[src/rtl/frodo_pkg.sv]
// FrodoKEM sequencer shared definitions.
// Opcodes, instruction fields, latencies and program bases.
package frodo_pkg;

  localparam int INST_W = 28;
  localparam int ADDR_W = 12;
  localparam int LEN_W  = 6;
  localparam int PC_W   = 4;
  localparam int CNT_W  = 8;

  localparam int OP_LSB   = 25;
  localparam int ADDR_LSB = 13;
  localparam int LEN_LSB  = 7;
  localparam int PORT_LSB = 5;
  localparam int A_LSB    = 21;
  localparam int B_LSB    = 17;
  localparam int C_LSB    = 13;
  localparam int MODE_LSB = 11;

  typedef enum logic [2:0] {
    OP_LOAD     = 3'b000,
    OP_STORE    = 3'b001,
    OP_RSVD     = 3'b010,
    OP_SAMPLE   = 3'b011,
    OP_MATMUL   = 3'b100,
    OP_MATMUL_T = 3'b101,
    OP_CODEC    = 3'b110,
    OP_END      = 3'b111
  } opcode_e;

  typedef enum logic [1:0] {
    S_IDLE,
    S_FETCH,
    S_EXEC,
    S_FINISH
  } state_e;

  localparam logic [CNT_W-1:0] LAT_SAMPLE  = 8'd24;
  localparam logic [CNT_W-1:0] LAT_CODEC   = 8'd16;
  localparam logic [CNT_W-1:0] LAT_MM_640  = 8'd80;
  localparam logic [CNT_W-1:0] LAT_MM_976  = 8'd122;
  localparam logic [CNT_W-1:0] LAT_MM_1344 = 8'd168;
  localparam logic [CNT_W-1:0] LAT_XFER_0  = 8'd64;

  localparam logic [PC_W-1:0] BASE_KEYGEN = 4'd0;
  localparam logic [PC_W-1:0] BASE_ENCAPS = 4'd5;
  localparam logic [PC_W-1:0] BASE_DECAPS = 4'd11;

  function automatic logic [INST_W-1:0] xfer(
    input opcode_e     op,
    input logic [11:0] addr,
    input logic [5:0]  len,
    input logic [1:0]  port
  );
    return {op, addr, len, port, 5'b0};
  endfunction

  function automatic logic [INST_W-1:0] comp(
    input opcode_e    op,
    input logic [3:0] a,
    input logic [3:0] b,
    input logic [3:0] c,
    input logic [1:0] m
  );
    return {op, a, b, c, m, 11'b0};
  endfunction

  function automatic logic [CNT_W-1:0] mm_lat(
    input logic [1:0] lvl
  );
    logic [CNT_W-1:0] r;
    r = LAT_MM_640;
    unique case (1'b1)
      lvl == 2'b01: r = LAT_MM_976;
      lvl == 2'b10: r = LAT_MM_1344;
      default:      r = LAT_MM_640;
    endcase
    return r;
  endfunction

  function automatic logic [PC_W-1:0] prog_base(
    input logic [1:0] md
  );
    logic [PC_W-1:0] r;
    r = BASE_KEYGEN;
    unique case (1'b1)
      md == 2'b01: r = BASE_ENCAPS;
      md == 2'b10: r = BASE_DECAPS;
      default:     r = BASE_KEYGEN;
    endcase
    return r;
  endfunction

endpackage

[src/rtl/frodo_if.sv]
// FrodoKEM sequencer control/status bundle.
// master launches operations, slave is the sequencer.
interface frodo_if #(
  parameter int INST_WIDTH = 28
);
  logic [1:0]            level;
  logic [1:0]            mode_ctrl;
  logic                  start;
  logic [INST_WIDTH-1:0] inst;
  logic                  inst_valid;
  logic                  busy;
  logic                  done;
  logic                  error;

  modport master (
    output level, mode_ctrl, start,
    input  inst, inst_valid, busy, done, error
  );

  modport slave (
    input  level, mode_ctrl, start,
    output inst, inst_valid, busy, done, error
  );
endinterface

[src/rtl/frodo_prog_rom.sv]
// Microprogram ROM: keygen, encaps, decaps back to back.
// Unused slots read as END so a stray pc always terminates.
module frodo_prog_rom
  import frodo_pkg::*;
#(
  parameter int INST_WIDTH = 28
) (
  input  logic [PC_W-1:0]       pc,
  output logic [INST_WIDTH-1:0] word
);

  logic [INST_W-1:0] w;

  // Fixed program contents indexed by pc.
  always_comb begin
    w = {OP_END, 25'b0};
    case (pc)
      BASE_KEYGEN + 4'd0: w = xfer(OP_LOAD, 12'd0, 6'd4, 2'd0);
      BASE_KEYGEN + 4'd1: w = {OP_SAMPLE, 25'b0};
      BASE_KEYGEN + 4'd2: w = comp(OP_MATMUL, 4'd0, 4'd1, 4'd2, 2'd0);
      BASE_KEYGEN + 4'd3: w = xfer(OP_STORE, 12'd100, 6'd4, 2'd1);
      BASE_KEYGEN + 4'd4: w = {OP_END, 25'b0};
      BASE_ENCAPS + 4'd0: w = xfer(OP_LOAD, 12'd100, 6'd4, 2'd0);
      BASE_ENCAPS + 4'd1: w = {OP_SAMPLE, 25'b0};
      BASE_ENCAPS + 4'd2: w = comp(OP_MATMUL_T, 4'd0, 4'd3, 4'd1, 2'd0);
      BASE_ENCAPS + 4'd3: w = comp(OP_CODEC, 4'd0, 4'd0, 4'd2, 2'd0);
      BASE_ENCAPS + 4'd4: w = xfer(OP_STORE, 12'd200, 6'd2, 2'd1);
      BASE_ENCAPS + 4'd5: w = {OP_END, 25'b0};
      BASE_DECAPS + 4'd0: w = xfer(OP_LOAD, 12'd200, 6'd2, 2'd0);
      BASE_DECAPS + 4'd1: w = comp(OP_MATMUL, 4'd1, 4'd2, 4'd3, 2'd0);
      BASE_DECAPS + 4'd2: w = comp(OP_CODEC, 4'd0, 4'd0, 4'd3, 2'd1);
      BASE_DECAPS + 4'd3: w = xfer(OP_STORE, 12'd300, 6'd4, 2'd1);
      BASE_DECAPS + 4'd4: w = {OP_END, 25'b0};
      default:            w = {OP_END, 25'b0};
    endcase
  end

  assign word = INST_WIDTH'(w);

endmodule

[src/rtl/frodo_top.sv]
// FrodoKEM instruction sequencer.
// Issues one ROM instruction per op latency, with watchdog.
module frodo_top
  import frodo_pkg::*;
#(
  parameter int INST_WIDTH = 28,
  parameter int ADDR_WIDTH = 12,
  parameter int TIME       = 100000
) (
  input logic    clk,
  input logic    rstn,
  frodo_if.slave bus
);

  localparam int OP_HI  = INST_WIDTH - 1;
  localparam int LEN_HI = INST_WIDTH - 4 - ADDR_WIDTH;
  localparam int WD_W   = $clog2(TIME + 1);
  // wd counts busy cycles from 1; the done pulse
  // then lands on busy cycle TIME.
  localparam logic [WD_W-1:0] WD_LIM = WD_W'(TIME - 2);

  state_e                state_q, state_d;
  logic [PC_W-1:0]       pc_q, pc_d;
  logic [CNT_W-1:0]      cnt_q, cnt_d;
  logic [WD_W-1:0]       wd_q, wd_d;
  logic [1:0]            lvl_q, lvl_d;
  logic [INST_WIDTH-1:0] inst_q, inst_d;
  logic                  vld_q, vld_d;
  logic                  busy_q, busy_d;
  logic                  done_q, done_d;
  logic                  err_q, err_d;

  logic [INST_WIDTH-1:0] rom_word;
  opcode_e               op;
  logic [LEN_W-1:0]      len;
  logic [CNT_W-1:0]      lat;
  logic                  timeout;

  frodo_prog_rom #(
    .INST_WIDTH(INST_WIDTH)
  ) u_rom (
    .pc  (pc_q),
    .word(rom_word)
  );

  assign op  = opcode_e'(rom_word[OP_HI -: 3]);
  assign len = rom_word[LEN_HI -: LEN_W];

  // Execution latency of the instruction at pc.
  always_comb begin
    lat = '0;
    unique case (op)
      OP_LOAD, OP_STORE:
        lat = (len == '0) ? LAT_XFER_0
                          : {2'b0, len} + 8'd1;
      OP_SAMPLE:             lat = LAT_SAMPLE;
      OP_MATMUL, OP_MATMUL_T: lat = mm_lat(lvl_q);
      OP_CODEC:              lat = LAT_CODEC;
      default:               lat = '0;
    endcase
  end

  // Sequencer next state and registered output values.
  always_comb begin
    state_d = state_q;
    pc_d    = pc_q;
    cnt_d   = cnt_q;
    wd_d    = wd_q;
    lvl_d   = lvl_q;
    inst_d  = inst_q;
    vld_d   = 1'b0;
    done_d  = 1'b0;
    err_d   = err_q;
    timeout = (wd_q == WD_LIM);
    unique case (state_q)
      S_IDLE: begin
        if (bus.start && !done_q) begin
          lvl_d = bus.level;
          err_d = 1'b0;
          wd_d  = WD_W'(1);
          cnt_d = '0;
          if (bus.level == 2'b11 ||
              bus.mode_ctrl == 2'b11) begin
            err_d   = 1'b1;
            state_d = S_FINISH;
          end else begin
            pc_d    = prog_base(bus.mode_ctrl);
            state_d = S_FETCH;
          end
        end
      end
      S_FETCH: begin
        wd_d = wd_q + WD_W'(1);
        if (timeout) begin
          err_d   = 1'b1;
          state_d = S_FINISH;
        end else begin
          inst_d = rom_word;
          vld_d  = 1'b1;
          if (op == OP_END) begin
            state_d = S_FINISH;
          end else if (op == OP_RSVD) begin
            err_d   = 1'b1;
            state_d = S_FINISH;
          end else begin
            cnt_d   = lat;
            pc_d    = pc_q + PC_W'(1);
            state_d = S_EXEC;
          end
        end
      end
      S_EXEC: begin
        wd_d = wd_q + WD_W'(1);
        if (timeout) begin
          err_d   = 1'b1;
          state_d = S_FINISH;
        end else if (cnt_q == 8'd1) begin
          cnt_d   = '0;
          state_d = S_FETCH;
        end else begin
          cnt_d = cnt_q - 8'd1;
        end
      end
      S_FINISH: begin
        done_d  = 1'b1;
        state_d = S_IDLE;
      end
      default: state_d = S_IDLE;
    endcase
    // busy spans launch through the done pulse
    busy_d = (state_d != S_IDLE) ||
             (state_q != S_IDLE);
  end

  // State and output registers, synchronous active-low reset.
  always_ff @(posedge clk) begin
    if (!rstn) begin
      state_q <= S_IDLE;
      pc_q    <= '0;
      cnt_q   <= '0;
      wd_q    <= '0;
      lvl_q   <= '0;
      inst_q  <= '0;
      vld_q   <= 1'b0;
      busy_q  <= 1'b0;
      done_q  <= 1'b0;
      err_q   <= 1'b0;
    end else begin
      state_q <= state_d;
      pc_q    <= pc_d;
      cnt_q   <= cnt_d;
      wd_q    <= wd_d;
      lvl_q   <= lvl_d;
      inst_q  <= inst_d;
      vld_q   <= vld_d;
      busy_q  <= busy_d;
      done_q  <= done_d;
      err_q   <= err_d;
    end
  end

  assign bus.inst       = inst_q;
  assign bus.inst_valid = vld_q;
  assign bus.busy       = busy_q;
  assign bus.done       = done_q;
  assign bus.error      = err_q;

endmodule

[src/flat_wrapper.sv]
// flat-port wrapper written by rule: the top's interface ports become plain ports
module frodo_top_flat import frodo_pkg::*;
#(
  parameter int INST_WIDTH = 28,
  parameter int ADDR_WIDTH = 12,
  parameter int TIME       = 100000
)
  (clk, rstn, bus_level, bus_mode_ctrl, bus_start, bus_inst, bus_inst_valid, bus_busy, bus_done, bus_error);
  frodo_if #(.INST_WIDTH(INST_WIDTH)) bus_i ();
  input logic clk;
  input logic rstn;
  input wire logic [$bits(bus_i.level)-1:0] bus_level;
  input wire logic [$bits(bus_i.mode_ctrl)-1:0] bus_mode_ctrl;
  input wire logic [$bits(bus_i.start)-1:0] bus_start;
  output wire logic [$bits(bus_i.inst)-1:0] bus_inst;
  output wire logic [$bits(bus_i.inst_valid)-1:0] bus_inst_valid;
  output wire logic [$bits(bus_i.busy)-1:0] bus_busy;
  output wire logic [$bits(bus_i.done)-1:0] bus_done;
  output wire logic [$bits(bus_i.error)-1:0] bus_error;
  assign bus_i.level = bus_level;
  assign bus_i.mode_ctrl = bus_mode_ctrl;
  assign bus_i.start = bus_start;
  assign bus_inst = bus_i.inst;
  assign bus_inst_valid = bus_i.inst_valid;
  assign bus_busy = bus_i.busy;
  assign bus_done = bus_i.done;
  assign bus_error = bus_i.error;
  frodo_top #(.INST_WIDTH(INST_WIDTH), .ADDR_WIDTH(ADDR_WIDTH), .TIME(TIME)) u_core (.clk(clk), .rstn(rstn), .bus(bus_i));
endmodule
[config.mk]
export PLATFORM = sky130hd
export DESIGN_NAME = frodo_top_flat
export DESIGN_NICKNAME = d
export VERILOG_FILES = /design/src/rtl/frodo_pkg.sv /design/src/rtl/frodo_if.sv /design/src/rtl/frodo_prog_rom.sv /design/src/rtl/frodo_top.sv /design/src/flat_wrapper.sv
export SDC_FILE = /design/constraint.sdc
export NUM_CORES = 1
export LEC_CHECK = 0
export CAP_MARGIN = 20
export CORE_MARGIN = 2
export CORE_UTILIZATION = 35
export DETAILED_ROUTE_END_ITERATION = 12
export SLEW_MARGIN = 20
export SYNTH_ARGS = -nofsm -noshare
export SYNTH_HDL_FRONTEND = slang
export SYNTH_SLANG_ARGS = --single-unit
[constraint.sdc]
create_clock -name clk -period 6.6 [get_ports clk]
set_clock_uncertainty 0.2 [all_clocks]
set_input_delay 0.99 -clock clk [delete_from_list [all_inputs] [get_ports clk]]
set_output_delay 0.99 -clock clk [all_outputs]
set_load 0.1 [all_outputs]
; ---- After elaboration in Yosys (flattened, before gate mapping)
; Memories as Yosys holds them, arrays and structs flattened. A register that Yosys moved wholly into a read port is not among the register bits.
; Cells that the tools add are included.
[op_classes]
addsub = 4
eq_ne = 27
muxes = 38
bitwise = 1
n_reduce_logical = 22
[op_table]
columns = operator, n
row1 = 8-bit 2-to-1 mux, 7
row2 = 17-bit case mux with 2 select lines, 1
row3 = 8-bit case mux with 4 select lines, 1
row4 = 4-bit 2-to-1 mux, 7
row5 = 8-bit case mux with 3 select lines, 1
row6 = 17-bit by 1-bit adder with 17-bit output (second input constant), 1
row7 = 17-bit equality test (second input constant), 1
row8 = 17-bit 2-to-1 mux, 1
row9 = 4-bit case mux with 2 select lines, 2
row10 = 8-bit case mux with 2 select lines, 1
row11 = 2-bit equality test (second input constant), 6
row12 = 3-bit equality test (second input constant), 4
row13 = 2-bit 2-to-1 mux, 6
row14 = 6-bit AND reduction, 2
row15 = 2-bit inequality test (second input constant), 5
row16 = 1-bit 2-to-1 mux, 9
row17 = 8-bit by 1-bit equality test with 1-bit output (second input constant), 1
row18 = 2-bit case mux with 4 select lines, 1
row19 = 2-bit AND reduction, 4
row20 = 2-bit nonzero test, 4
row21 = 8-bit by 1-bit subtractor with 8-bit output (second input constant), 1
row22 = 6-bit by 1-bit adder with 7-bit output (second input constant), 1
row23 = 2-bit by 1-bit equality test with 1-bit output (second input constant), 3
row24 = 3-bit by 2-bit equality test with 1-bit output (second input constant), 2
row25 = 16 further kinds, 20
[word_totals]
register_bits = 65
romBits = 256
input_bits = 7
out_inout_bits = 32
word_cells = 103
n_memories = 1
[mem_list]
columns = memory, words, width, rd, rd_clocked_by_memory_dff, wr, line
row1 = (no name shown), 16, 16, 1, 1, 0, frodo_prog_rom.sv:17  ; case (pc)

; ---- Depth between registers and ports, before layout
; Gate-level depths: netlist of run 1.
[logic_depth]
word_depth = 7
ltp_mapped = 12
mapped_depth_nobuf = 12

; ---- By module
; A second synthesis of run 1 with hierarchy kept.
[hier_totals]
cells_unflattened = 464
area_unflattened_um2 = 3782.4
[by_module_without_submodules]
columns = module, n_inst, cells_each, area_per_inst_um2, seq_area_each_um2
row1 = frodo_top, 1, 403, 3288.2, 1301.2
row2 = frodo_prog_rom, 1, 61, 494.2, 0.0

; ---- Worst setup path before layout of run 1
; No wires, ideal clock.
[synth_path]
kind = input -> register
startpoint = input port bus_mode_ctrl[0]
endpoint = register u_core.u_rom.word[19] (netlist name)
setup_ns = 0.122
arrival_ns = 2.954
t_required_ns = 6.278
path_slack_ns = 3.324
cell_stages = 10
n_path_buf = 0
path_cell_list = ha_1 > a21oi_1 > a31oi_1 > nor2_1 > a311o_1 > nand3_2 > inv_1 > ha_1 > nor2b_1 > a221o_1
[synth_between]
elab_chain_cells = 7
elab_cells_between_ends = 12
cone_classes = 4 x eq/ne / 6 x mux / 2 x reduce/logical
[synth_rtl]
columns = element, line
row1 = start: declaration, flat_wrapper.sv:13  ; input wire logic [$bits(bus_i.mode_ctrl)-1:0] bus_mode_ctrl;
row2 = 2-bit equality test or 2-bit by 1-bit equality test with 1-bit output (tied branches), "frodo_pkg.sv:88, frodo_pkg.sv:87"
row3 = 4-bit case mux with 2 select lines, frodo_pkg.sv:86  ; unique case (1'b1)
row4 = 4-bit 2-to-1 mux, frodo_top.sv:82  ; if (bus.level == 2'b11 ||
row5 = 4-bit 2-to-1 mux, frodo_top.sv:77  ; if (bus.start && !done_q) begin
row6 = 4-bit case mux with 2 select lines, frodo_top.sv:75  ; unique case (state_q)
row7 = 4-bit 2-to-1 mux (no line) (*) (2 in series), -
; Mark *: on every way between the ends. The rest lies on a longest branch, timed or not. The select of a mux whose other input is x is not followed.
; A chain may end at the register's enable or synchronous reset.

; ---- Final worst setup path of run 1
[layout_path]
startpoint = input port bus_mode_ctrl[0]
endpoint = register u_core.u_rom.word[19] (netlist name)
[layout_between]
elab_chain_cells = 7
elab_cells_between_ends = 12
cone_classes = 4 x eq/ne / 6 x mux / 2 x reduce/logical
[layout_rtl]
columns = element, line
row1 = 2-bit equality test or 2-bit by 1-bit equality test with 1-bit output (tied branches), "frodo_pkg.sv:88, frodo_pkg.sv:87"
row2 = 4-bit case mux with 2 select lines, frodo_pkg.sv:86
row3 = 4-bit 2-to-1 mux, frodo_top.sv:82
row4 = 4-bit 2-to-1 mux, frodo_top.sv:77
row5 = 4-bit case mux with 2 select lines, frodo_top.sv:75
row6 = 4-bit 2-to-1 mux (no line) (*) (2 in series), -
; Marked as above.

==> results of run 1 <==
## worst paths after layout
kind                              start               endpoint  slack [ns]  cells after the start
setup / recovery       bus_mode_ctrl[0]  u_core.u_rom.word[19]        2.69                     11
hold / removal    u_core.u_rom.word[17]    u_core.bus.inst[17]        0.23                      2
setup reg to reg         u_core.wd_q[5]  u_core.u_rom.word[19]        2.96                      9
hold reg to reg   u_core.u_rom.word[17]    u_core.bus.inst[17]        0.23                      2
## flip-flops by register name, summed over array words and instances (netlist names)
name	cells
u_core.state_q	2
u_core.bus.inst_valid	1
u_core.u_rom.word	15
u_core.bus.busy	1
u_core.bus.inst	15
u_core.bus.done	1
u_core.bus.error	1
u_core.pc_q	4
u_core.lvl_q	2
u_core.cnt_q	8
u_core.wd_q	17
## cells in the mapped netlist, drive strengths merged, types with 6 or more instances
master	number	area, um^2
nand2	65	244.0
a21oi	38	197.7
nand4	6	37.54
xor2	12	105.1
dfxtp	67	1341
ha	25	312.8
inv	25	93.84
nor2	36	142.6
nor3	8	40.04
and2	8	52.55
mux2i	13	130.1
o21ai	20	111.4
buf	19	132.6
clkbuf	8	30.03
xnor2	9	78.83
nand3	16	85.08
## kinds of logic after synthesis
logic type / count (synthesis)
AOI/OAI and AO/OA: 85
xor gates and xnor gates: 21
adders and majority gates: 25
buffers and inverters: 52
DFF: 67
muxes: 15
other: 1
and+or+nand+nor: 164
## metrics by stage
| stage | power, mW | std cells |
|---|---|---|
| 2_1_floorplan | 1.038 | 441 |
| 3_3_place_gp | 1.157 | 577 |
| 3_5_place_dp | 1.165 | 577 |
| 4_1_cts | 1.484 | 590 |
| 5_1_grt | 1.575 | 591 |
| 6_report | 1.481 | 591 |
## where the power goes
part / total, mW / internal, mW / leakage [nW] / switching (mW)
combinational: 0.636 / 0.206 / 0.876 / 0.430
clock: 0.319 / 0.166 / 0.0906 / 0.153
sequential: 0.526 / 0.465 / 0.545 / 0.0611
total: 1.48 / 0.837 / 1.51 / 0.644
## worst reg2reg max path, delay by kind of cell, from the launching register on
kind / cells / cell delay, ns
compound gates: 3 / 1.04
fa+ha+maj: 1 / 0.23
flops: 1 / 0.38
buf+inv: 1 / 0.19
mux: 1 / 0.38
simple gates: 3 / 1.11
## metal layers
metal  vias to the layer above  routed length [um]  GRT usage [%]
li1                       1485                   -              -
met1                      1371                3804          19.17
met2                        38                3659          23.36
met3                         8                 237          3.401
met4                         0                 101          5.429
met5                         -                   0              0
## layout by cell type (no fill, tap or decap), types with 3 or more instances in the layout
cell and count:
sky130_fd_sc_hd__conb_1 12, sky130_fd_sc_hd__o21ai_1 5, sky130_fd_sc_hd__dfxtp_1 67, sky130_fd_sc_hd__clkdlybuf4s50_1 26, sky130_fd_sc_hd__xor2_1 12, sky130_fd_sc_hd__clkbuf_8 9, sky130_fd_sc_hd__o211ai_1 3, sky130_fd_sc_hd__a21oi_1 36
sky130_fd_sc_hd__nand2b_1 4, sky130_fd_sc_hd__nand2_1 65, sky130_fd_sc_hd__inv_1 24, sky130_fd_sc_hd__clkinv_2 3, sky130_fd_sc_hd__and2_1 7, sky130_fd_sc_hd__ha_1 25, sky130_fd_sc_hd__nand4_1 6, sky130_fd_sc_hd__nor2_1 35
sky130_fd_sc_hd__nor3_1 8, sky130_fd_sc_hd__o21ai_0 13, sky130_fd_sc_hd__or3_1 3, sky130_fd_sc_hd__xnor2_1 9, sky130_fd_sc_hd__o22ai_1 3, sky130_fd_sc_hd__nand3_1 15, sky130_fd_sc_hd__nor2b_1 4, sky130_fd_sc_hd__mux2i_1 13
## cell type report
cell class | instances | share of cell area (%)
flip-flops and latches | 67 | 32.77
clock inverters | 4 | 1.101
clock buffers | 9 | 3.027
well taps | 136 | 4.158
repair buffers | 28 | 6.726
inverters | 25 | 2.293
multi-input cells | 322 | 49.92
==> out/results.ini, run 1 <==
[worst_setup_path]
crit_slowest_cell = sky130_fd_sc_hd__a21oi_2
cp_num_buf_inv = 2
worst_path_dominant_cell_family = compound AO/OA/AOI/OAI gates
end_kind = flop
timing_worst_setup_path_type = input pin to flop
critical_path.max_stage_delay_ns = 0.62
cp_data_required_time_ns = 6.64
worstPathCellList = clkdlybuf4s50_1 > ha_1 > a21oi_1 > nand2_1 > o21bai_1 > o221ai_1 > a21oi_2 > inv_2 > ha_1 > and2_4 > a221o_1
critPathMostFrequentCell = sky130_fd_sc_hd__ha_1
path_max_fanout = 15
worstPathArrival_ns = 3.95
start_kind = input pin

[die]
coreArea_mm2 = 0.01014
num_io_pins = 39
initial_utilization_pct = 35.47
fp-row-count = 37
die_width_um = 105.4
chipHeight_um = 105.4
die-area_mm2 = 0.01110

[clocking]
cts_setup_buffers = 0
ctsLongestPathBuffers = 2
clock-sinks = 67
cts.root.buffer_cell = sky130_fd_sc_hd__clkbuf_8
tritoncts_clock_tree = done
post_cts.resized_instances = 0
cts.reportedPaths.clkPinSlew_ns = 0.07
numCtsBuffers = 9
cts.htree.levels = 3
cts_hold_repair.buffers = 0
clock_latency_ns = 0.35

[min_path]
hold_class = flop to flop

[synth]
postSynthRegisterBits = 67
synth_simple_gate_area_share_pct = 22.34
number_of_flops_mapped_to_enable_cells_by_yosys = 0
synth.lib_cells_used.distinct = 61
synth-adder-area-share_pct = 8.699
synth-async-reset-ratio_pct = 0
largest_family_of_logic_cells_by_synthesized_area = simple AND/OR/NAND/NOR gates
synthesis.area_mm2 = 0.003596
top_flip_flop_cell_by_instance_count_after_synthesis = sky130_fd_sc_hd__dfxtp_1
synth-warning-count = 0
post_synthesis_mux_area_share_pct = 4.349
synth_seq_area_share_pct = 37.30
postSynthAreaPerCell_um2 = 8.363
number_of_instances_in_the_synthesized_netlist = 430
synth_compound_gate_area_share_pct = 14.96
yosys.area_share.xor_xnor_pct = 5.115

[route]
firstDrtPassIters = 4
detailroute.via_count = 2902
drt_iter0_drcs = 115
route.detailed.wl_per_inst_um = 13.20
route.detailed.vias_per_inst = 4.910
ant_nets = 0
remaining_drc_errors = 0
wl_mm = 7.802

[grt]
groute.usage.overall_pct = 14.62
grt_pass1_wl_mm = 13.10
pin_count_of_the_biggest_net_entering_global_routing = 32
global_route.overflow_total = 0
antenna_found_initial = 0
grt_pass1_vias = 2714

[sta]
post-route-worst-setup-slack_ns = 2.688
max_freq_mhz = 255.6
finalSetupTns_ns = 0
timing.slew.headroom_pct = 24.84
final_period_minus_worst_setup_slack_ns = 3.912
finalSetupViolations = 0
fin_crit_sh_pct = 59.27
max_slew.worst_pin.slew_ns = 1.099
hold-worst-slack_ns = 0.2332
setup_repair_after_global_routing_missed_its_margin = false
timing.final.hold_violations = 0
report.final.slew_viol_count = 0

[finish]
diodes = 0
drive_gt1_share_pct = 6.813
design.final.nets = 485
fillers = 1032
multiInputGateArea_mm2 = 0.002043
layout-area-overhead-vs-synth_pct = 13.81
stdcell_area_mm2 = 0.004093
final_util_pct = 40.37
layout.area.seq_mm2 = 0.001341

[placed_design]
placement_stage_worst_setup_slack_ns = 2.239
post-dp-hpwl_mm = 5.642
placement.cell_area_mm2 = 0.003913
portBuffers = 26
finalWeightedCongestion = 0.8826

[pwr]
irDropWorstVdd_uv = 124.9
power.static_leakage_nw = 1.512
powerDensity_mw_per_mm2 = 362.0

[run_status]
run_status = finished clean

[job]
drv_cap = 0

Power figures use the tool's default switching activity.
==> inputs of run 2 (changes only) <==
- clock period: 6.6 -> 3.4 ns (I/O delays scaled with it)
==> run 2 against run 1 <==
Against the previous run:
- count of clock-buffer cells in the layout unchanged
- global-route usage increased by 0.54 points
- highest routed layer unchanged
- sequential power increased by 94%
- clock power increased by 140%
- cell count increased by 2.4%
- flip-flop and latch count unchanged
- register-to-register slack got worse by 2.7 ns
- routed wire length increased by 1.5%
- largest power group unchanged
==> out/results.ini, run 2 (synthesis gave the netlist of run 1 again) <==
[pwr]
power.static_leakage_nw = 1.615  ; +6.8%
power_frac_clock_pct = 24.8  ; +3.3 points
powerDensity_mw_per_mm2 = 727.3  ; +100%
netSwitchingFraction_pct = 42.63  ; -0.84 points
power_report.internal_total_mw = 1.749  ; +110%
pwr-share-seq_pct = 33.5  ; -2.0 points
irDropWorstVdd_uv = 292.4  ; +130%
pwr-share-comb_pct = 41.7  ; -1.2 points
power.net_switching_mw = 1.300  ; +100%

[run_status]
run_status = finished clean

[clocking]
cts.htree.levels = 3  ; unchanged
cts_hold_repair.buffers = 0  ; unchanged
cts_setup_buffers = 0  ; unchanged
cts.reportedPaths.clkPinSlew_ns = 0.08  ; about the same
ctsLongestPathBuffers = 2  ; unchanged
tritoncts_clock_tree = done
clock_latency_ns = 0.36  ; about the same
clock-sinks = 67  ; unchanged
cts.root.buffer_cell = sky130_fd_sc_hd__clkbuf_8
numCtsBuffers = 9  ; unchanged
post_cts.resized_instances = 0  ; unchanged

[route]
ant_nets = 0  ; unchanged
route.detailed.vias_per_inst = 4.861  ; -1.0%
firstDrtPassIters = 4  ; unchanged
remaining_drc_errors = 0  ; unchanged
drt_iter0_drcs = 189  ; +64%
route.detailed.wl_per_inst_um = 13.08  ; -0.89%
wl_mm = 7.916  ; +1.5%
detailroute.via_count = 2941  ; +1.3%

[finish]
design.final.nets = 496  ; +2.3%
layout.area.seq_mm2 = 0.001341  ; unchanged
largest_register = u_core.wd_q
largest_register_ffs = 17  ; unchanged
layout_commonest_cell = sky130_fd_sc_hd__dfxtp_1
fillers = 1023  ; -0.87%
drive_gt1_share_pct = 12.37  ; +5.6 points
diodes = 0  ; unchanged
mostFrequentLayoutCells = 67 x sky130_fd_sc_hd__dfxtp_1, 65 x sky130_fd_sc_hd__nand2_1, 36 x sky130_fd_sc_hd__a21oi_1, 35 x sky130_fd_sc_hd__nor2_1, 27 x sky130_fd_sc_hd__buf_4
layout-area-overhead-vs-synth_pct = 16.56
layout.cells.non_filler = 605  ; +2.4%
multiInputGateArea_mm2 = 0.002039  ; -0.18%

[grt]
antenna_found_initial = 0  ; unchanged
pin_count_of_the_biggest_net_entering_global_routing = 24  ; -25%
groute.usage.overall_pct = 15.16  ; +0.54 points
grt_pass1_vias = 2860  ; +5.4%
grt_pass1_wl_mm = 13.47  ; +2.8%
global_route.overflow_total = 0  ; unchanged

[placed_design]
finalWeightedCongestion = 0.8375  ; -5.1%
post-dp-hpwl_mm = 5.838  ; +3.5%
dp_cells = 589  ; +2.1%
portBuffers = 26  ; unchanged

[sta]
timing.final.hold_violations = 0  ; unchanged
finalSetupViolations = 0  ; unchanged
max_slew.worst_pin.slew_ns = 0.9669  ; -0.1321 ns
fin_crit_sh_pct = 92.22
finalSetupTns_ns = 0  ; unchanged
setup_repair_after_global_routing_missed_its_margin = false
final_period_minus_worst_setup_slack_ns = 3.135
hold-worst-slack_ns = 0.2401  ; +0.006969 ns
max_freq_mhz = 318.9
report.final.slew_viol_count = 0  ; unchanged
timing.slew.headroom_pct = 35.30  ; +10 points

[die]
coreArea_mm2 = 0.01014  ; unchanged
die_width_um = 105.4  ; unchanged
num_io_pins = 39  ; unchanged
fp-row-count = 37  ; unchanged
die-area_mm2 = 0.01110  ; unchanged
chipHeight_um = 105.4  ; unchanged
initial_utilization_pct = 35.47  ; unchanged

[job]
drv_cap = 0  ; unchanged

[worst_setup_path]
count_of_cells_along_the_worst_register_to_register_path = 9  ; unchanged
critical_path.max_stage_delay_ns = 0.59  ; -0.03 ns
worstPathCellList = or4_4 > or3_4 > o211ai_1 > mux2_2 > a21oi_2 > inv_2 > ha_1 > and2_4 > a221o_1
timing_worst_setup_path_type = flop to flop
reg2reg_to = u_core.u_rom.word[19]
rrSetupSlack_ns = 0.26  ; -2.70 ns
critPathLaunch = u_core.wd_q[5]
end_kind = flop
worst_path_dominant_cell_family = simple AND/OR/NAND/NOR gates
critical_path.reg2reg.startpoint = u_core.wd_q[5]
path_max_fanout = 7  ; -8
crit_slowest_cell = sky130_fd_sc_hd__or4_4
cp_num_buf_inv = 1  ; -1
cp_data_required_time_ns = 3.45  ; -3.19 ns
worstPathArrival_ns = 3.18  ; -0.77 ns
start_kind = flop

[min_path]
min_delay_path_depth = 2  ; unchanged
hold_class = flop to flop
worst_hold_startpoint = u_core.u_rom.word[19]
min_delay_worst_endpoint = u_core.bus.inst[19]

run 2: changes by cell type in the layout (fill, tap and decap cells not counted), sizes merged:
cell and delta:
clkdlybuf4s50 -14, clkinv +1, inv +1, buf +25
bufinv +1
run 2: per-stage QoR:
stage | total power, mW | util (%) | worst slack, ns | cell area [um^2]
after floorplan | 2.014 | - | 0.1433 | 3637
final | 3.049 | 41.34 | 0.2647 | 4192
after CTS | 3.067 | 41.34 | 0.2487 | 4192
after global routing | 3.243 | 41.34 | 0.02813 | 4192
after detailed placement | 2.307 | 39.13 | -0.004729 | 3968
after global placement | 2.294 | 39.13 | 0.08083 | 3968
run 2: routing by layer:
metal  vias up  global-route usage, %  share of wire (%)
met5         -                      0                  0
met4         0                  7.238                2.2
met3        10                  3.216                3.6
met2        52                  25.62                 47
met1      1372                  18.25                 47
li1       1507                      -                  -
run 2: worst reg2reg max path: cells and delay by family (launching register included):
family                     cells  cell delay (ns)
and+or+nand+nor                3             1.13
muxes                          1             0.38
adders and majority gates      1             0.19
DFF                            1             0.37
AOI/OAI and AO/OA              3             0.65
buffers and inverters          1             0.11
run 2: how the worst max path moves through the flow:
stage / endpoint / slack (ns) / cells past startpoint
floorplan: u_core.u_rom.word[19] / 0.14 / 9
global placement: u_core.u_rom.word[19] / 0.08 / 11
detailed placement: u_core.u_rom.word[19] / -0.005 / 11
CTS: u_core.u_rom.word[19] / 0.25 / 9
global route: u_core.u_rom.word[19] / 0.03 / 10
finish: u_core.u_rom.word[19] / 0.26 / 9
run 2: layout make-up:
type | instances | area share [%]
Timing Repair Buffer | 39 | 7.702
Clock buffer | 9 | 2.955
Multi-Input combinational cell | 322 | 48.66
Inverter | 25 | 2.239
Sequential cell | 67 | 32.00
Tap cell | 136 | 4.060
Clock inverter | 7 | 2.388
run 2: power groups by stage:
stage	combinational [mW]	clock, mW	sequential (mW)
4_1_cts	1.27	0.773	1.02
3_5_place_dp	1.27	0	1.04
6_report	1.27	0.758	1.02
3_3_place_gp	1.26	0	1.04
2_1_floorplan	0.839	0	1.17
5_1_grt	1.40	0.803	1.04
==> patch 1, RTL diff (config.mk and constraints of run 2) <==
`TIME` is set to 100000 in 2 places; all go to 200000.
--- a/src/rtl/frodo_top.sv
+++ b/src/rtl/frodo_top.sv
@@ -5,7 +5,7 @@
 #(
   parameter int INST_WIDTH = 28,
   parameter int ADDR_WIDTH = 12,
-  parameter int TIME       = 100000
+  parameter int TIME       = 200000
 ) (
   input logic    clk,
   input logic    rstn,
--- a/src/flat_wrapper.sv
+++ b/src/flat_wrapper.sv
@@ -3,7 +3,7 @@
 #(
   parameter int INST_WIDTH = 28,
   parameter int ADDR_WIDTH = 12,
-  parameter int TIME       = 100000
+  parameter int TIME       = 200000
 )
   (clk, rstn, bus_level, bus_mode_ctrl, bus_start, bus_inst, bus_inst_valid, bus_busy, bus_done, bus_error);
   frodo_if #(.INST_WIDTH(INST_WIDTH)) bus_i ();
Function: same outputs for any inputs over 10 cycles, from zero or initial values and one cycle with rstn low; that may be too few to reach the edited logic, so the function may still have changed.
==> patch 1 against run 2 <==
Via count up 2.7%; total power increased by 15%; design area up 2.6%; non-clock buffer count stayed put; routed wire length is 0.54% lower; sequential cell count up 1; synthesized area is 3.9% higher; cell count up 1.3%; utilization rose by 0.33 points; setup slack better by 80 ps; highest routed layer unchanged.
==> patch 1: results (changes against run 2) <==
[logic_synthesis]
synth_compound_area_frac = 0.132  ; -0.0180
muxShareOfSynthArea = 0.0754  ; +0.0319
synth_fa_ha_area_frac = 0.0837  ; -0.00326
synth_commonest_cells = 75 x nor2_1, 68 x dfxtp_1, 32 x nand2_1
synthXorXnorAreaFrac = 0.0563  ; +0.00511
ys_top_cells_by_area = dfxtp_1 36%, ha_1 8.4%, nor2_1 7.5%
ys_seq_area_frac = 0.364  ; -0.00863
synth_cell_types = 57  ; -6.6%
netlist_instances = 441  ; +2.6%

[clock_network]
clock_latency_ps = 340  ; -20 ps

[critical_path]
cpPeakStageDelay_ps = 450  ; -140 ps
crit_arrival_ps = 3100  ; -80 ps
worstPathMaxFanout = 5  ; -2
r2r_setup_slack_ps = 390  ; +130 ps
cp_top_family = compound AO/OA/AOI/OAI gates
rr_startpoint = u_core.state_q[1]
ff2ff_path_depth = 13  ; +4

[timing]
max_slew.worst_pin.slew_ps = 965  ; -1.64 ps
holdWs_ps = 272  ; +31.7 ps

[layout]
final.fill_count = 1030  ; +0.68%
largest_register_ffs = 18  ; +1
drive_gt1_frac = 0.130  ; +0.00631
final_nets = 504  ; +1.6%

[global_route]
grt_pass1_vias = 2829  ; -1.1%
grt_usage = 0.145  ; -0.00700
grt_pass1_wl_mm = 13.3  ; -1.4%
grt_max_degree = 29  ; +21%

[place]
routabilityCongestion = 0.850  ; +1.5%
place.detailed.hpwl_mm = 5.76  ; -1.3%
dp_slack_ps = -0.129  ; +4.60 ps

[status]
status = finished clean

[power]
power.leakage_uw = 0.00190  ; +18%

[detailed_routing]
first_pass_iters = 6  ; +2
postRouteAntennaNets = 0  ; unchanged
drtIter0Drc = 135  ; -29%
wl_per_cell_um = 12.8  ; -1.8%
vias = 3021  ; +2.7%

[min_path]
hold_path_end = u_core.bus.inst[15]
min_from = u_core.u_rom.word[15]

[patch 1: cell count changes after synthesis, sizes merged, moves of 9 or more]
cell / change
a22oi: +9
nand2: -33
nor2: +41
mux2i: +11
a21oi: -21
[patch 1: cell type report]
cell class	instances	area, µm²	area share
Timing Repair Buffer	39	315	0.0733
Clock buffer	9	124	0.0288
Multi-Input combinational cell	324	2130	0.495
Sequential cell	68	1360	0.316
Tap cell	136	170	0.0396
Clock inverter	7	81.3	0.0189
Inverter	30	120	0.0279
[patch 1: worst max-delay path by stage]
stage	from	end	slack [ps]	cells after the start
floorplan	u_core.bus.done	u_core.u_rom.word[19]	230	11
global placement	bus_mode_ctrl[1]	u_core.u_rom.word[25]	80	14
detailed placement	bus_mode_ctrl[1]	u_core.u_rom.word[19]	-0.1	13
CTS	bus_mode_ctrl[1]	u_core.u_rom.word[19]	370	13
global route	u_core.state_q[1]	u_core.u_rom.word[25]	120	12
finish	bus_mode_ctrl[1]	u_core.u_rom.word[19]	340	13
[patch 1: metal layers]
metal,GRT usage,vias to the layer above,share of wire
li1,-,1543,-
met1,0.196,1417,0.50
met2,0.226,53,0.46
met3,0.0315,8,0.028
met4,0.0519,0,0.015
met5,0,-,0
[patch 1: power breakdown]
| group | switching (µW) | internal [µW] |
|---|---|---|
| registers | 153 | 938 |
| clock network | 338 | 349 |
| logic | 1110 | 630 |
| total | 1600 | 1920 |
[patch 1: cell families after synthesis]
group,count (synthesis)
adders and majority gates,25
DFF,68
AOI/OAI and AO/OA,73
and+or+nand+nor,163
other,1
muxes,27
buffers and inverters,60
xor gates and xnor gates,24
[patch 1: metrics by stage]
step	TNS, ps	std cells	instance area, µm²
CTS	0	613	4300
detailed placement	-0.129	597	4100
global route	0	613	4300
floorplan	0	452	3780
finish	0	613	4300
global placement	0	597	4100
==> patch 2, RTL diff (flow settings as in run 2) <==
Made on the original files. Encoding of `state_e`: now one-hot (4 bits for 4 states).
--- a/src/rtl/frodo_pkg.sv
+++ b/src/rtl/frodo_pkg.sv
@@ -28,11 +28,11 @@
     OP_END      = 3'b111
   } opcode_e;
 
-  typedef enum logic [1:0] {
-    S_IDLE,
-    S_FETCH,
-    S_EXEC,
-    S_FINISH
+  typedef enum logic [3:0] {
+    S_IDLE   = 4'b0001,
+    S_FETCH  = 4'b0010,
+    S_EXEC   = 4'b0100,
+    S_FINISH = 4'b1000
   } state_e;
 
   localparam logic [CNT_W-1:0] LAT_SAMPLE  = 8'd24;
Function: no difference found for any inputs over 10 cycles, from zero or initial values and one cycle with rstn low; not proved beyond that.
==> patch 2 against run 2 <==
Global-route usage shrank 0.16 points; critical path depth unchanged; routed wire length fell by 1.0%; setup slack gained 33 ps; sequential cell count increased by 2; synthesized area is 0.84% lower; utilization rose by 1.4 points; sequential share of layout area is 0.94 points higher; design area barely moved; count of clock-buffer cells in the layout unchanged; synthesized cell count fell by 2.1%; critical endpoint is now u_core.u_rom.word[27].
Power is not compared: it rests on default switching activity, and its combinational part moved more than twofold at a synthesized area within 25%.
==> patch 2: results (changes against run 2) <==
[logic_synthesis]
ys_top_cells_by_area = dfxtp_1 39%, ha_1 6.7%, nand2_1 6.2%
ys_seq_area_frac = 0.387  ; +0.0144
synth_commonest_cells = 69 x dfxtp_1, 59 x nand2_1, 47 x nor2_1
synth_compound_area_frac = 0.167  ; +0.0178
synth_fa_ha_area_frac = 0.0667  ; -0.0203
synth_cell_types = 62  ; +1.6%
synth_top_family_by_area = simple AND/OR/NAND/NOR gates
synth_seq_cells = 69  ; +3.0%
ys.flop_type = dfxtp_1
synthXorXnorAreaFrac = 0.0393  ; -0.0118
muxShareOfSynthArea = 0.0386  ; -0.00490

[global_route]
grt_util_met1 = 0.184  ; +0.00119
grt_pass1_wl_mm = 13.4  ; -0.46%
grt_pass1_vias = 2874  ; +0.49%
grt_max_degree = 32  ; +33%
grt_usage = 0.150  ; -0.00160
gr-usage-met2 = 0.253  ; -0.00344
grtUsageMet3 = 0.0193  ; -0.0128

[detailed_routing]
routed-wl-met2_mm = 3.83  ; +2.2%
vias = 3006  ; +2.2%
drtIter0Drc = 107  ; -43%
wirelength_mm = 7.83  ; -1.0%
wl_met1_mm = 3.63  ; -2.1%

[layout]
multi_input_area_share = 0.468  ; -0.0185
nMultiInputCombCells = 313  ; -2.8%
drive_gt1_frac = 0.153  ; +0.0290
clkCellAreaFrac = 0.0564  ; +0.00295
seq_share = 0.329  ; +0.00935
nNonClkInverters = 23  ; -8.0%
buffers_excl_clock = 45  ; +15%
final.fill_count = 993  ; -2.9%
final_nets = 487  ; -1.8%

[clock_network]
clock_latency_ps = 350
clk_pin_slew_ps = 80  ; about the same
htreeDepth = 3  ; unchanged

[min_path]
min_from = u_core.u_rom.word[15]
hold_path_end = u_core.bus.inst[15]

[timing]
max_slew.worst_pin.slew_ps = 967  ; +0.356 ps

[critical_path]
cp-endpoint = u_core.u_rom.word[27]
worstPathMaxFanout = 7  ; unchanged
cpPeakStageDelay_ps = 630  ; +40 ps
crit_arrival_ps = 3130  ; -50 ps
r2r_setup_slack_ps = 300  ; +30 ps
rr_startpoint = u_core.state_q[2]
slowest_stage = or4b_1

[floorplanning]
rows = 36  ; -2.7%

[place]
place.detailed.hpwl_mm = 5.67  ; -2.8%
routabilityCongestion = 0.851  ; +1.6%

[status]
status = finished clean

[patch 2: changes by cell type after synthesis, sizes merged, moves of 3 or more]
cell | before | now
xnor2 | 9 | 5
a21oi | 38 | 34
nor2 | 36 | 47
a22oi | 0 | 4
and2 | 8 | 3
ha | 25 | 19
mux2i | 13 | 10
nand2 | 65 | 59
nand2b | 4 | 7
nor3 | 8 | 5
o21ai | 20 | 23
[patch 2: per-stage QoR]
step | cells | total power (µW) | util | setup slack [ps] | hold WS (ps)
floorplan | 432 | 1120 | - | 307 | 217
global placement | 580 | 1180 | 0.400 | 136 | 233
detailed placement | 580 | 1180 | 0.400 | 20.8 | 233
CTS | 595 | 2000 | 0.424 | 179 | 234
global route | 598 | 2070 | 0.427 | 69.8 | 251
finish | 598 | 1980 | 0.427 | 297 | 233
[patch 2: report_power, final]
part | total [µW] | internal [µW] | switching [µW]
Clock | 817 | 484 | 333
Sequential | 862 | 834 | 27.8
Combinational | 304 | 92.6 | 212
